## config.mk

```make
export PLATFORM = sky130hd
export DESIGN_NAME = count_enable_gen
export DESIGN_NICKNAME = d
export VERILOG_FILES = /design/src/rtl/count_enable_gen.sv
export SDC_FILE = /design/constraint.sdc
export NUM_CORES = 1
export LEC_CHECK = 0
export CORE_MARGIN = 10
export CORE_UTILIZATION = 52
export DETAILED_ROUTE_END_ITERATION = 12
export PLACE_DENSITY = 0.81
export SLEW_MARGIN = 20
export SYNTH_ARGS = -nofsm -noshare
export SYNTH_HDL_FRONTEND = slang
export SYNTH_SLANG_ARGS = --single-unit
```

## constraint.sdc

```tcl
create_clock -name clk_i -period 1.7 [get_ports clk_i]
set_input_delay 0.255 -clock clk_i [delete_from_list [all_inputs] [get_ports clk_i]]
set_output_delay 0.255 -clock clk_i [all_outputs]
set_load 0.02 [all_outputs]
```

## src/rtl/count_enable_gen.sv

```systemverilog
// Prescaled count-enable generator with run/stop control for up_down_counter.
// Optional dir_in debounce is enabled by defining DIR_DEBOUNCE_EN.
//
// state | meaning
// IDLE  | prescaler cleared, no pulses, sel tracks direction every cycle
// RUN   | prescaler counting, enable pulses on wrap, sel updates on wrap only
module count_enable_gen #(
  parameter int unsigned       DIV_W       = 24,
  parameter logic [DIV_W-1:0]  DEFAULT_DIV = 24'd12499999,
  parameter logic [15:0]       DB_CYCLES   = 16'd50000
) (
  input  logic             clk_i,
  input  logic             rst_i,
  input  logic             start_i,
  input  logic             stop_i,
  input  logic             div_load_i,
  input  logic [DIV_W-1:0] div_val_i,
  input  logic             dir_in_i,
  output logic             enable_o,
  output logic             sel_o,
  output logic             running_o
);

  typedef enum logic {IDLE = 1'b0, RUN = 1'b1} state_t;

  state_t           state_q, state_d;
  logic [DIV_W-1:0] pre_q, pre_d;
  logic [DIV_W-1:0] div_q, div_d;
  logic [DIV_W-1:0] pend_q, pend_d;
  logic             pend_vld_q, pend_vld_d;
  logic             enable_q, enable_d;
  logic             sel_q, sel_d;
  logic             running_q, running_d;
  logic             dir_eff;
  logic             wrap;

`ifdef DIR_DEBOUNCE_EN
  logic        sync1_q, sync2_q, dir_db_q;
  logic [15:0] db_cnt_q;

  // A new direction is accepted only after it has held for DB_CYCLES cycles.
  always_ff @(posedge clk_i) begin
    if (rst_i) begin
      sync1_q  <= 1'b0;
      sync2_q  <= 1'b0;
      dir_db_q <= 1'b0;
      db_cnt_q <= 16'd0;
    end else begin
      sync1_q <= dir_in_i;
      sync2_q <= sync1_q;
      if (sync2_q != dir_db_q) begin
        if (db_cnt_q == DB_CYCLES - 16'd1) begin
          dir_db_q <= sync2_q;
          db_cnt_q <= 16'd0;
        end else begin
          db_cnt_q <= db_cnt_q + 16'd1;
        end
      end else begin
        db_cnt_q <= 16'd0;
      end
    end
  end

  assign dir_eff = dir_db_q;
`else
  logic unused_db;
  assign unused_db = ^DB_CYCLES;
  assign dir_eff   = dir_in_i;
`endif

  assign wrap = (pre_q == div_q);

  always_comb begin
    state_d    = state_q;
    pre_d      = pre_q;
    div_d      = div_q;
    pend_d     = pend_q;
    pend_vld_d = pend_vld_q;
    enable_d   = 1'b0;
    sel_d      = sel_q;
    case (state_q)
      IDLE: begin
        sel_d = dir_eff;
        if (div_load_i) div_d = div_val_i;
        if (start_i && !stop_i) begin
          state_d = RUN;
          pre_d   = '0;
        end
      end
      RUN: begin
        if (stop_i) begin
          // Any outstanding divider change takes effect as the run ends.
          state_d    = IDLE;
          pre_d      = '0;
          pend_vld_d = 1'b0;
          if (div_load_i)      div_d = div_val_i;
          else if (pend_vld_q) div_d = pend_q;
        end else begin
          if (wrap) begin
            pre_d    = '0;
            enable_d = 1'b1;
            sel_d    = dir_eff;
            if (pend_vld_q) begin
              div_d      = pend_q;
              pend_vld_d = 1'b0;
            end
          end else begin
            pre_d = pre_q + DIV_W'(1);
          end
          if (div_load_i) begin
            pend_d     = div_val_i;
            pend_vld_d = 1'b1;
          end
        end
      end
      default: state_d = IDLE;
    endcase
    running_d = (state_d == RUN);
  end

  always_ff @(posedge clk_i) begin
    if (rst_i) begin
      state_q    <= IDLE;
      pre_q      <= '0;
      div_q      <= DEFAULT_DIV;
      pend_q     <= '0;
      pend_vld_q <= 1'b0;
      enable_q   <= 1'b0;
      sel_q      <= 1'b0;
      running_q  <= 1'b0;
    end else begin
      state_q    <= state_d;
      pre_q      <= pre_d;
      div_q      <= div_d;
      pend_q     <= pend_d;
      pend_vld_q <= pend_vld_d;
      enable_q   <= enable_d;
      sel_q      <= sel_d;
      running_q  <= running_d;
    end
  end

  assign enable_o  = enable_q;
  assign sel_o     = sel_q;
  assign running_o = running_q;

endmodule

```

==> results.py <==
metrics = {
    "clock_tree": {
        "cts_tree": "built",
        "cts-root-buf": "clkbuf_8",
        "clock-sinks": 76,
        "clock_latency_ps": 370,
        "clkTransAtPathRegs_ps": 80,
        "htreeDepth": 3,
        "ctsLongestPathBuffers": 2,
        "numCtsBuffers": 9,
    },
    "synth": {
        "ys_warn_count": 0,
        "yosys_most_used_dff": "dfxtp_1",
        "syn_avg_cell_area_um2": 8.35,
        "synth_common_cells": "dfxtp_1, nand2_1, nor2_1, mux2i_1, a21oi_1",
        "synth-edff-count": 0,
        "yosysSeqAreaShare_pct": 38.8,
        "synth.most_common_cell": "dfxtp_1",
        "synthTopCellsByArea": "dfxtp_1, mux2i_1, nand2_1",
        "postSynthCellCount": 469,
        "synth_top_area_share_pct": 38.8,
        "synthArstFlopShare_pct": 0,
        "yosys.area.top_type": "dfxtp_1",
        "syn_nets": 500,
        "ys_types": 43,
        "synth_area_um2": 3920,
        "ys_ff_latch": 76,
    },
    "drt": {
        "routed_wl_um": 11000,
        "drt_iter0_markers": 307,
        "ant_nets": 0,
        "vias_per_cell": 5.74,
        "vias": 3747,
        "drc_errors": 0,
        "detail_route.wl_per_cell_um": 16.8,
        "firstDrtPassIters": 4,
    },
    "sta": {
        "fin_crit_ps": 1970,
        "tns_ps": -11140,
        "slew_headroom_pct": 68.6,
        "drv_slew": 0,
        "fmax_mhz": 507,
        "rsz0062_at_grt": "true",
        "finalCritPeriodShare_pct": 116,
        "hold_viol_final": 0,
        "max_slew.worst_pin.slew_ps": 471,
        "setup_viol": 50,
        "setup_ws_ps": -272,
        "holdWs_ps": 314,
        "fin_skew_ps": 11.9,
    },
    "worst_setup_path": {
        "r2r_setup_slack_ps": -270,
        "crit_fanout": 12,
        "cp.required_ps": 1950,
        "start_kind": "flip-flop",
        "end_kind": "flip-flop",
        "arrival_ps": 2220,
        "criticalPathCategory": "reg -> reg",
    },
    "grt": {
        "grt.overflow.total": 0,
        "grt_max_degree": 49,
        "grt_pass1_vias": 3618,
        "grt_antenna_before_repair": 0,
        "track_usage_pct": 18.9,
        "grt_pass1_wl_um": 17800,
    },
    "placed_design": {
        "dp_cells": 632,
        "place_congestion": 0.926,
        "place_hpwl_um": 6780,
        "io_buffers": 32,
        "pre_cts_slack_ps": -466,
        "placed_cell_area_um2": 4770,
    },
    "hold_path": {
        "hold_class": "in -> reg",
    },
    "job": {
        "max_cap_violations": 0,
    },
    "power": {
        "power_frac_comb_pct": 15.0,
        "netSwitchingFraction_pct": 27.2,
        "p_clk_share_pct": 35.9,
        "powerDensity_nw_per_um2": 744,
        "peakVddDrop_mv": 0.631,
        "power.leakage_nw": 1.88,
        "p_int_mw": 2.82,
        "switching_power_mw": 1.05,
        "finalPower_mw": 3.87,
        "pwr-share-seq_pct": 49.1,
    },
    "floorplanning": {
        "die-area_um2": 11400,
        "dieWidth_um": 107,
        "core_area_um2": 7290,
        "dieHeight_um": 107,
        "start_util_pct": 53.7,
        "pin_count": 33,
        "row_count": 31,
    },
    "cells_and_area": {
        "nNetsFinal": 580,
        "layout-drive-gt1-share_pct": 22.2,
        "finalNonFillerCells": 653,
        "final_cell_area_um2": 5200,
        "antenna_cells": 0,
        "syn2layout_area_growth_pct": 32.7,
        "utilization_pct": 71.3,
        "fillers": 511,
    },
    "run_status": {
        "violations": "negative setup slack",
        "status": "complete, but fails checks",
    },
}
[cell families after synthesis]
| group | Yosys count | synth area share (%) |
|---|---|---|
| flip-flops | 76 | 38.8 |
| AND/OR/NAND/NOR | 170 | 18.9 |
| XOR/XNOR | 47 | 10.5 |
| buffers and inverters | 42 | 5.21 |
| AO/OA/AOI/OAI | 84 | 13.7 |
| multiplexers | 49 | 12.5 |
| adder cells (fa/ha/maj) | 1 | 0.319 |
[layout by cell type (no fill, tap or decap), types with 2 or more instances in the layout]
cell type        count
nand2_1             72
dfxtp_1             67
buf_4               65
nor2_1              57
mux2i_1             49
a21oi_1             40
clkdlybuf4s50_1     30
xnor2_1             24
a211oi_1            23
xor2_1              20
o211ai_1             9
clkbuf_8             9
dfxtp_2              8
nand4_1              6
inv_1                6
nor4_2               5
buf_12               5
nand3_1              4
nor3_1               4
xnor2_2              3
nor2b_1              2
nor4_1               2
nor4_4               2
and2_1               2
nor3_2               2
and3_1               2
clkinv_4             2
clkinv_2             2
[power groups by stage]
stage / Combinational, mW / Clock, mW / Sequential [mW]
2_1_floorplan: 0.311 / 0 / 1.93
3_3_place_gp: 0.519 / 0 / 1.93
3_5_place_dp: 0.533 / 0 / 1.94
4_1_cts: 0.566 / 1.39 / 1.90
5_1_grt: 0.627 / 1.48 / 1.90
6_report: 0.580 / 1.39 / 1.90
[what timing repair did]
action | CTS | global route
buffers inserted | 1 | 3
hold buffers | 0 | 0
setup endpoints to repair | 50 | 50
pin swaps | 5 | 5
cloned | 1 | 0
gates resized for setup | 24 | 13
[layout make-up]
type,instances,area (um2),area share [%]
clock buffers,10,128,2.45
repair buffers,104,941,18.1
multi-input cells,351,2380,45.8
flip-flops and latches,76,1540,29.5
clock inverters,6,65.1,1.25
well taps,99,124,2.38
inverters,7,26.3,0.505
[critical path, stage by stage (launching register included)]
cell and delay [ps]:
dfxtp_2 330, xor2_1 180, nor4_2 360, nand4_1 250, a211o_4 440, buf_12 180, mux2i_1 120
[registers in the layout, indices dropped and copies added (netlist names)]
register,flops
sel_o,1
pre_q,24
enable_o,1
div_q,24
running_o,1
pend_vld_q,1
pend_q,24
[worst paths after layout]
check,startpoint,to,cells after the start
min reg2reg,pend_q[3]$_SDFFE_PP0P_,pend_q[3]$_SDFFE_PP0P_,2
min,rst_i,sel_o$_SDFFE_PP0P_,3
max,div_q[16]$_SDFFE_PP0P_,div_q[16]$_SDFFE_PP0P_,6
max reg2reg,div_q[16]$_SDFFE_PP0P_,div_q[16]$_SDFFE_PP0P_,6
[routing by layer]
metal  share of wire [%]  wire (um)  vias up  global-route usage [%]
met2                  49       5420      124                    32.7
met5                   0          0        -                       0
li1                    -          -     1785                       -
met1                  42       4580     1804                    22.6
met4                 3.7        402        0                    7.93
met3                 5.2        568       34                    3.05
(Power assumes the default switching activity.)
